===== config.mk =====
export PLATFORM = sky130hd
export DESIGN_NAME = tx_req_arbiter
export DESIGN_NICKNAME = d
export VERILOG_FILES = /design/src/rtl/tx_arb_pkg.sv /design/src/rtl/tx_req_arbiter_rr2_pick.sv /design/src/rtl/tx_req_arbiter.sv
export SDC_FILE = /design/constraint.sdc
export NUM_CORES = 1
export LEC_CHECK = 0
export BUFFER_PORTS_ARGS = -buffer_cell sky130_fd_sc_hd__buf_2
export CAP_MARGIN = 5
export CORE_MARGIN = 3
export CORE_UTILIZATION = 35
export DETAILED_ROUTE_END_ITERATION = 8
export PLACE_DENSITY = 0.65
export SYNTH_ARGS = -nofsm -noshare
export SYNTH_HDL_FRONTEND = slang
export SYNTH_SLANG_ARGS = --single-unit

===== constraint.sdc =====
create_clock -name clk -period 12.6 [get_ports clk]
set_clock_uncertainty 0.15 [all_clocks]
set_input_delay 2.52 -clock clk [delete_from_list [all_inputs] [get_ports clk]]
set_output_delay 2.52 -clock clk [all_outputs]
set_load 0.01 [all_outputs]

===== src/rtl/tx_arb_pkg.sv =====
// Shared definitions for the TX request arbiter: FSM encoding, requester IDs
// and the descriptor field layout used when packing and unpacking requests.
package tx_arb_pkg;

    typedef enum logic [1:0] {
        ST_IDLE    = 2'd0,
        ST_BUSY    = 2'd1,
        ST_RELEASE = 2'd2
    } arb_state_e;

    // Requester IDs; also the value driven on txe_is_cpl_o.
    localparam logic REQ_CPL = 1'b1;
    localparam logic REQ_MWR = 1'b0;

    // Packed descriptor layout (96 bits). For a write, ADDR holds the host
    // address and the RID/TAG bits carry the local address high part.
    localparam int DESC_ADDR_LSB = 0;
    localparam int DESC_ADDR_W   = 64;
    localparam int DESC_BE_LSB   = 64;
    localparam int DESC_BE_W     = 8;
    localparam int DESC_TAG_LSB  = 72;
    localparam int DESC_TAG_W    = 8;
    localparam int DESC_LEN_LSB  = 80;
    localparam int DESC_LEN_W    = 10;
    localparam int DESC_ATTR_LSB = 90;
    localparam int DESC_ATTR_W   = 2;
    localparam int DESC_EP_LSB   = 92;
    localparam int DESC_TD_LSB   = 93;
    localparam int DESC_TC_LSB   = 94;
    localparam int DESC_TC_W     = 2;

endpackage


===== src/rtl/tx_req_arbiter_rr2_pick.sv =====
// Two-way round-robin pick with a consecutive-grant limit. Purely combinational.
// reqs[1] is the completion path, reqs[0] the upstream write path.
module rr2_pick
    import tx_arb_pkg::*;
#(
    parameter int MAX_CONSEC = 4,
    parameter int CONSEC_W   = 3
) (
    input  logic [1:0]          reqs,
    input  logic                last_grant,
    input  logic [CONSEC_W-1:0] consec,
    input  logic                last_solo,
    output logic                winner,
    output logic                valid
);

    // Under contention the previous winner may repeat only if it was alone
    // last time and has not yet used up its consecutive allowance.
    always_comb begin
        valid  = |reqs;
        winner = REQ_MWR;
        if (reqs == 2'b11) begin
            if (last_solo && (consec < CONSEC_W'(MAX_CONSEC))) begin
                winner = last_grant;
            end else begin
                winner = ~last_grant;
            end
        end else if (reqs[1]) begin
            winner = REQ_CPL;
        end
    end

endmodule


===== src/rtl/tx_req_arbiter.sv =====
// Shares the PCIe TX engine between the completion path and the upstream
// memory-write path. Latches the winner's descriptor, holds txe_req_o until
// txe_done_i, then pulses the winner's done in a one-cycle RELEASE state.
// Optional watchdog: define TX_ARB_WATCHDOG_EN to abort stuck BUSY phases
// after TIMEOUT_CYC cycles.
module tx_req_arbiter
    import tx_arb_pkg::*;
#(
    parameter int DESC_W      = 96,
    parameter int MAX_CONSEC  = 4,
    parameter int CNT_W       = 16
`ifdef TX_ARB_WATCHDOG_EN
    ,
    parameter int TIMEOUT_CYC = 1024
`endif
) (
    input  logic              clk,
    input  logic              rst,
    input  logic              cpl_req_i,
    input  logic [DESC_W-1:0] cpl_desc_i,
    output logic              cpl_done_o,
    input  logic              mwr_req_i,
    input  logic [DESC_W-1:0] mwr_desc_i,
    output logic              mwr_done_o,
    output logic              txe_req_o,
    output logic              txe_is_cpl_o,
    output logic [DESC_W-1:0] txe_desc_o,
    input  logic              txe_done_i,
    output logic              abort_o,
    output logic              timeout_err_o,
    output logic [CNT_W-1:0]  cpl_cnt_o,
    output logic [CNT_W-1:0]  mwr_cnt_o,
    output arb_state_e        dbg_state_o
);

    localparam int CONSEC_W = $clog2(MAX_CONSEC + 1);

    arb_state_e          state_q, state_d;
    logic                last_grant_q, last_grant_d;
    logic                last_solo_q, last_solo_d;
    logic [CONSEC_W-1:0] consec_q, consec_d;
    logic                is_cpl_q, is_cpl_d;
    logic [DESC_W-1:0]   desc_q, desc_d;
    logic [CNT_W-1:0]    cpl_cnt_q, cpl_cnt_d;
    logic [CNT_W-1:0]    mwr_cnt_q, mwr_cnt_d;
    logic                pick_winner, pick_valid, grant, timeout_hit;

    rr2_pick #(
        .MAX_CONSEC (MAX_CONSEC),
        .CONSEC_W   (CONSEC_W)
    ) u_pick (
        .reqs       ({cpl_req_i, mwr_req_i}),
        .last_grant (last_grant_q),
        .consec     (consec_q),
        .last_solo  (last_solo_q),
        .winner     (pick_winner),
        .valid      (pick_valid)
    );

    // Requests are only looked at in IDLE.
    assign grant = (state_q == ST_IDLE) && pick_valid;

`ifdef TX_ARB_WATCHDOG_EN
    localparam int WD_W = $clog2(TIMEOUT_CYC + 1);
    logic [WD_W-1:0] wd_q, wd_d;
    logic            abort_q, abort_d;
    logic            err_q, err_d;

    // wd_q counts completed BUSY cycles, so it equals TIMEOUT_CYC-1 during the
    // TIMEOUT_CYC-th BUSY cycle.
    assign timeout_hit = (state_q == ST_BUSY) && (wd_q == WD_W'(TIMEOUT_CYC - 1));

    // Watchdog counter plus abort/error bookkeeping; a real done beats a timeout.
    always_comb begin
        wd_d    = wd_q;
        abort_d = abort_q;
        err_d   = err_q;
        if (grant) begin
            wd_d    = '0;
            abort_d = 1'b0;
        end else if (state_q == ST_BUSY) begin
            wd_d = wd_q + WD_W'(1);
            if (timeout_hit && !txe_done_i) begin
                abort_d = 1'b1;
                err_d   = 1'b1;
            end
        end
    end

    // Watchdog registers.
    always_ff @(posedge clk or posedge rst) begin
        if (rst) begin
            wd_q    <= '0;
            abort_q <= 1'b0;
            err_q   <= 1'b0;
        end else begin
            wd_q    <= wd_d;
            abort_q <= abort_d;
            err_q   <= err_d;
        end
    end

    assign abort_o       = (state_q == ST_RELEASE) && abort_q;
    assign timeout_err_o = err_q;
`else
    assign timeout_hit   = 1'b0;
    assign abort_o       = 1'b0;
    assign timeout_err_o = 1'b0;
`endif

    // Next-state, grant bookkeeping and descriptor latch.
    always_comb begin
        state_d      = state_q;
        last_grant_d = last_grant_q;
        last_solo_d  = last_solo_q;
        consec_d     = consec_q;
        is_cpl_d     = is_cpl_q;
        desc_d       = desc_q;
        cpl_cnt_d    = cpl_cnt_q;
        mwr_cnt_d    = mwr_cnt_q;
        case (state_q)
            ST_IDLE: begin
                if (grant) begin
                    state_d      = ST_BUSY;
                    is_cpl_d     = pick_winner;
                    desc_d       = (pick_winner == REQ_CPL) ? cpl_desc_i : mwr_desc_i;
                    last_grant_d = pick_winner;
                    last_solo_d  = !(cpl_req_i && mwr_req_i);
                    if (pick_winner != last_grant_q) begin
                        consec_d = CONSEC_W'(1);
                    end else if (consec_q < CONSEC_W'(MAX_CONSEC)) begin
                        consec_d = consec_q + CONSEC_W'(1);
                    end
                    if (pick_winner == REQ_CPL) begin
                        cpl_cnt_d = cpl_cnt_q + CNT_W'(1);
                    end else begin
                        mwr_cnt_d = mwr_cnt_q + CNT_W'(1);
                    end
                end
            end
            ST_BUSY: begin
                if (txe_done_i || timeout_hit) begin
                    state_d = ST_RELEASE;
                end
            end
            ST_RELEASE: state_d = ST_IDLE;
            default:    state_d = ST_IDLE;
        endcase
    end

    // State and datapath registers.
    always_ff @(posedge clk or posedge rst) begin
        if (rst) begin
            state_q      <= ST_IDLE;
            last_grant_q <= REQ_MWR;
            last_solo_q  <= 1'b0;
            consec_q     <= '0;
            is_cpl_q     <= 1'b0;
            desc_q       <= '0;
            cpl_cnt_q    <= '0;
            mwr_cnt_q    <= '0;
        end else begin
            state_q      <= state_d;
            last_grant_q <= last_grant_d;
            last_solo_q  <= last_solo_d;
            consec_q     <= consec_d;
            is_cpl_q     <= is_cpl_d;
            desc_q       <= desc_d;
            cpl_cnt_q    <= cpl_cnt_d;
            mwr_cnt_q    <= mwr_cnt_d;
        end
    end

    assign txe_req_o    = (state_q == ST_BUSY);
    assign cpl_done_o   = (state_q == ST_RELEASE) && (is_cpl_q == REQ_CPL);
    assign mwr_done_o   = (state_q == ST_RELEASE) && (is_cpl_q == REQ_MWR);
    assign txe_is_cpl_o = is_cpl_q;
    assign txe_desc_o   = desc_q;
    assign cpl_cnt_o    = cpl_cnt_q;
    assign mwr_cnt_o    = mwr_cnt_q;
    assign dbg_state_o  = state_q;

endmodule


==> flow_metrics.py, run 1 <==
metrics = {
    "detailed_routing": {
        "drtIter0Drc": 252,
        "firstDrtPassIters": 4,
        "vias": 6122,
        "met2_length_um": 9970,
        "route.met3.wl_um": 1440,
        "route.detailed.drc": 0,
        "antenna_left": 0,
        "maxUsedRoutingLayer": "met4",
        "wl_met1_um": 8470,
        "via_per_inst": 4.96,
        "wirelength_um": 20300,
        "wl_per_cell_um": 16.5,
    },
    "worst_setup_path": {
        "worst_setup_path_start_kind": "input port",
        "cp.required_ps": 12740,
        "crit_fanout": 72,
        "arrival_ps": 4660,
        "crit_chain": "buf_2 -> nor2_1 -> nor2_4 -> buf_4 -> nand2_1 -> mux2_2",
        "slowest_stage": "buf_4",
        "crit_path_end_kind": "flop",
        "critPathKind": "in2reg",
        "critPathMaxStageDelay_ps": 720,
    },
    "synth": {
        "synth_compound_area_frac": 0.168,
        "ys_seq_area_frac": 0.549,
        "ys_seq_elements": 135,
        "yosys.area_share.simple": 0.189,
        "post_synth_fa_ha_maj_area_fraction": 0.00611,
        "yosys_warnings": 0,
        "synth.distinct_cells": 41,
        "async_flop_share": 1.00,
        "synth_xor_area_frac": 0.0442,
        "syn_area_um2": 6150,
        "synth_edf_count": 0,
        "synth_flop_cell": "dfrtp_1",
        "netlist_instances": 697,
        "synth_mux_area_frac": 0.00549,
        "synth_top_family_by_area": "simple AND/OR/NAND/NOR gates",
        "syn_avg_cell_area_um2": 8.82,
    },
    "floorplanning": {
        "chipWidth_um": 139,
        "initial_utilization": 0.364,
        "rows": 47,
        "die_area_um2": 19200,
        "pin_count": 333,
        "die-height_um": 139,
        "coreArea_um2": 16900,
    },
    "final_layout": {
        "final_layout_size_suffix_gt1_frac": 0.373,
        "final_cell_area_um2": 8540,
        "utilization": 0.506,
        "diodes": 0,
        "areaGrowthSynthToFinish_pct": 38.9,
        "layout.nets": 1202,
        "stdcell_count": 1235,
        "n_fill_cell": 1660,
    },
    "placement": {
        "port_buffers": 330,
        "hpwlAfterDp_um": 14100,
        "place.gp.congestion": 0.843,
        "post_dp_cell_area_um2": 7930,
        "dp_cells": 1203,
    },
    "timing": {
        "fin_crit_sh": 0.359,
        "hold_viol": 0,
        "drv_slew": 0,
        "tightest_slew_ps": 1190,
        "setup_tns_ps": 0,
        "fmax_mhz": 221,
        "period_needed_ps": 4520,
        "rsz0062_at_grt": "false",
        "slew_headroom": 0.210,
        "finalSetupViolCount": 0,
    },
    "clocking": {
        "cts_hold_buf": 0,
        "cts_setup_buffers": 0,
        "clkLatencyLatePin_ps": 410,
        "cts_sinks": 135,
        "cts-root-buf": "clkbuf_16",
        "ctsResizeCount": 0,
        "cts_buffer_depth": 2,
        "htree_levels": 4,
        "path_clk_slew_ps": 60,
        "cts_buffers": 17,
        "cts_tree": "done",
    },
    "run": {
        "drv_cap": 0,
    },
    "outcome": {
        "outcome": "finished, final reports clean",
    },
    "power": {
        "leakage_nw": 4.24,
        "max-vdd-ir-drop_mv": 0.123,
        "power_density_nw_per_um2": 247,
    },
    "grt": {
        "overflow": 0,
        "grt_usage": 0.209,
        "grt_max_degree": 104,
        "grt_pass1_wl_um": 32700,
        "grt_pass1_vias": 6124,
        "antenna_found_initial": 0,
    },
    "min_path": {
        "hold_class": "reg2reg",
    },
}
==> cell type report <==
class,instances,area (µm²),share of cell area
multi-input combinational,508,2570,0.301
sequential,135,3380,0.396
timing repair buffer,335,1690,0.198
clock inverter,14,168,0.0196
inverter,5,23.8,0.00278
tap,220,275,0.0322
clock buffer,18,439,0.0514
==> cells in the mapped netlist, drive strengths merged, types with 2 or more instances <==
library cell    n  share of area
and4            2         0.0028
nand3b          2         0.0024
o21ai           2         0.0016
nor2          105          0.064
nor3            8         0.0065
xnor2          22          0.031
xor2            9          0.013
ha              3         0.0061
nor3b           2         0.0033
and3            2         0.0020
or2             2         0.0024
nand2         104          0.063
dfrtp         135           0.55
nand3          16          0.013
clkbuf         28          0.017
inv             5         0.0031
and2            3         0.0031
nand4          11          0.011
nor4b           2         0.0039
buf            22          0.017
a21oi         195           0.16
mux2            3         0.0055
==> cells in the final DEF (no fill, tap or decap), drive strengths merged, types with 5 or more instances in the layout <==
cell / instances
clkinv: 5
buf: 335
nand3: 16
nand2: 104
a21oi: 195
clkbuf: 18
nor3: 8
xnor2: 22
nand4: 11
nor2: 105
inv: 10
dfrtp: 135
xor2: 9
==> where the power goes <==
part	total, mW	leakage (nW)	internal [mW]	switching [mW]
clock network	0.509	0.292	0.303	0.206
registers	0.741	1.57	0.619	0.122
logic	0.861	2.38	0.330	0.531
total	2.11	4.24	1.25	0.859
==> kinds of logic after synthesis <==
| family | count (synthesis) |
|---|---|
| AO/OA/AOI/OAI | 203 |
| XOR/XNOR | 31 |
| adder cells (fa/ha/maj) | 3 |
| buffers and inverters | 55 |
| flip-flops | 135 |
| multiplexers | 3 |
| other | 1 |
| AND/OR/NAND/NOR | 266 |
==> state kept, by name, indices dropped and copies added (netlist names) <==
register	count
mwr_cnt_o	16
txe_desc_o	96
last_solo_q	1
dbg_state_o	2
consec_q	3
cpl_cnt_o	16
txe_is_cpl_o	1
==> worst max-delay path: cells and delay by family <==
family / cells / cell delay (ps)
buf+inv: 2 / 870
mux: 1 / 310
simple gates: 3 / 940
==> per-stage QoR <==
| stage | power (mW) | hold WS [ps] | setup slack [ps] |
|---|---|---|---|
| global placement | 1.60 | 310 | 7640 |
| CTS | 2.14 | 328 | 8030 |
| finish | 2.11 | 321 | 8080 |
| global route | 2.27 | 342 | 7860 |
| detailed placement | 1.61 | 316 | 7590 |
| floorplan | 1.25 | 354 | 6320 |
==> metal layers <==
metal / track usage / vias up
met5: 0 / -
met3: 0.0645 / 30
li1: - / 2958
met1: 0.260 / 2905
met4: 0.0702 / 0
met2: 0.346 / 229
==> worst paths after layout <==
path	slack, ps	startpoint	cells past startpoint	endpoint
min in group asynchronous	2020	rst	2	txe_desc_o[16]
worst max-delay path	8080	cpl_req_i	6	mwr_cnt_o[1]
worst max register to register	9710	dbg_state_o[1]	5	mwr_cnt_o[1]
worst min-delay path	320	mwr_cnt_o[15]	1	mwr_cnt_o[15]
worst min register to register	320	mwr_cnt_o[15]	1	mwr_cnt_o[15]
max in group asynchronous	8900	rst	3	mwr_cnt_o[2]
(Power assumes the default switching activity.)
==> run 2, diff against run 1 <==
- ABC_AREA: not set -> 1
- PLACE_DENSITY: 0.65 -> not set
- clock period: 12.6 -> 4.33 ns (I/O delays scaled with it)
==> run 2 against run 1 <==
- non-clock buffer count increased by 1
- synthesized area increased by 3.5%
- first-iteration DRC count increased by 39%
- highest routed layer is now met5
- register-to-register slack got worse by 8000 ps
- via count increased by 6.0%
- critical endpoint is now txe_desc_o[68]
- flip-flop and latch count unchanged
- clock-buffer cell count increased by 3
- wire length increased by 0.46%
- combinational power increased by 150%
==> flow_metrics.py, run 2 <==
metrics = {
    "synth": {
        "async_flop_share": 1.00,
        "yosys_warnings": 0,
        "syn_avg_cell_area_um2": 7.66,
        "synth_area_leaders": "dfrtp_1, nand2_1, nand3_1",
        "ys_seq_elements": 135,
        "synth_common_cells": "nand2_1, dfrtp_1, nand3_1",
        "synth_flop_cell": "dfrtp_1",
        "synth_edf_count": 0,
        "synth_area_leader_cell": "dfrtp_1",
        "synth_most_common_cell": "nand2_1",
        "netlist_instances": 830,
        "ys_seq_area_frac": 0.531,
        "synth_top_cell_area_share": 0.531,
        "synth.distinct_cells": 23,
        "syn_area_um2": 6360,
    },
    "timing": {
        "slew_headroom": 0.245,
        "setup_tns_ps": 0,
        "period_needed_ps": 2690,
        "finalSetupViolCount": 0,
        "tightest_slew_ps": 1130,
        "drv_slew": 0,
        "setup_slack_ps": 1640,
        "fmax_mhz": 372,
        "hold_viol": 0,
        "rsz0062_at_grt": "false",
        "fin_crit_sh": 0.621,
        "hold-worst-slack_ps": 336,
    },
    "grt": {
        "antenna_found_initial": 3,
        "grt_max_degree": 114,
        "grt_pass1_vias": 6171,
        "grt_usage": 0.204,
        "grt_pass1_wl_um": 32400,
        "overflow": 0,
    },
    "final_layout": {
        "areaGrowthSynthToFinish_pct": 38.5,
        "layout.nets": 1348,
        "final_cell_area_um2": 8810,
        "utilization": 0.502,
        "largest_register_ffs": 96,
        "final_layout_size_suffix_gt1_frac": 0.321,
        "final_cell_mix": "nand2_1, buf_2, dfrtp_1",
        "final_common_cell": "nand2_1",
        "stdcell_count": 1387,
    },
    "placement": {
        "dp_cells": 1354,
        "place.gp.congestion": 0.851,
        "pre_cts_ws_ps": 1190,
        "hpwlAfterDp_um": 14500,
        "post_dp_cell_area_um2": 8200,
        "port_buffers": 330,
    },
    "floorplanning": {
        "die-height_um": 141,
        "initial_utilization": 0.363,
        "rows": 48,
        "pin_count": 333,
        "die_area_um2": 19800,
        "chipWidth_um": 141,
        "coreArea_um2": 17500,
    },
    "power": {
        "power_density_nw_per_um2": 655,
        "power_mw": 5.77,
        "max-vdd-ir-drop_mv": 0.322,
        "leakage_nw": 4.85,
    },
    "run": {
        "drv_cap": 0,
    },
    "detailed_routing": {
        "wirelength_um": 20400,
        "wl_per_cell_um": 14.7,
        "drtIter0Drc": 351,
        "via_per_inst": 4.68,
        "antenna_left": 0,
        "route.detailed.drc": 0,
        "vias": 6489,
        "firstDrtPassIters": 5,
    },
    "clocking": {
        "cts_buffers": 17,
        "cts_tree": "done",
        "cts-root-buf": "clkbuf_16",
        "cts_sinks": 135,
        "path_clk_slew_ps": 60,
        "ctsResizeCount": 0,
        "cts_buffer_depth": 2,
        "htree_levels": 4,
        "clkLatencyLatePin_ps": 410,
        "cts_hold_buf": 0,
        "cts_setup_buffers": 0,
    },
    "worst_setup_path": {
        "ff2ff_path_depth": 9,
        "worst_setup_path_start_kind": "input port",
        "arrival_ps": 2820,
        "cp.required_ps": 4460,
        "crit_fanout": 46,
        "crit_path_end_kind": "flop",
        "critPathKind": "in2reg",
        "reg2reg_slack_ps": 1720,
    },
    "min_path": {
        "hold_path_depth": 2,
        "hold_class": "reg2reg",
    },
    "outcome": {
        "outcome": "finished, final reports clean",
    },
}
## run 2: power breakdown
part | internal (mW) | switching [mW] | leakage [nW] | total [mW]
Sequential | 1.78 | 0.341 | 1.70 | 2.12
Clock | 0.938 | 0.560 | 0.297 | 1.50
Combinational | 0.837 | 1.31 | 2.85 | 2.15
Total | 3.56 | 2.21 | 4.85 | 5.77
## run 2: cell type report
class | count | area [µm²]
inverter | 32 | 126
timing repair buffer | 336 | 1720
fill | 1769 | 8730
clock inverter | 11 | 148
multi-input combinational | 626 | 2690
antenna | 1 | 2.50
sequential | 135 | 3380
tap | 225 | 282
clock buffer | 21 | 460
## run 2: critical path, stage by stage
cell      delay (ps)
buf_2            120
nand2_1           50
inv_1             40
nand3_1           80
nand2_1          130
nand2_2          280
clkinv_2         620
buf_4            460
nand2_1           80
nand3_1           70
## run 2: final timing paths
kind,start,endpoint
setup / recovery,cpl_req_i,txe_desc_o[68]
hold / removal,txe_desc_o[60],txe_desc_o[60]
setup reg to reg,txe_is_cpl_o,txe_desc_o[68]
hold reg to reg,txe_desc_o[60],txe_desc_o[60]
max in group asynchronous,rst,cpl_cnt_o[14]
min in group asynchronous,rst,txe_desc_o[77]
## run 2: cell families (layout without fill, tap and decap cells)
kind of cell / Yosys count / count (layout) / synth area share
adders and majority gates: 3 / 3 / 0.00590
other: 1 / 3 / 0.000590
DFF: 135 / 135 / 0.531
AOI/OAI and AO/OA: 17 / 17 / 0.0134
xor gates and xnor gates: 20 / 20 / 0.0275
and+or+nand+nor: 584 / 584 / 0.375
buffers and inverters: 70 / 400 / 0.0466
## run 2: routing by layer
metal / GRT usage / wire (µm)
met5: 0 / 22
met4: 0.0750 / 528
met3: 0.0580 / 1500
met2: 0.333 / 9760
met1: 0.258 / 8620
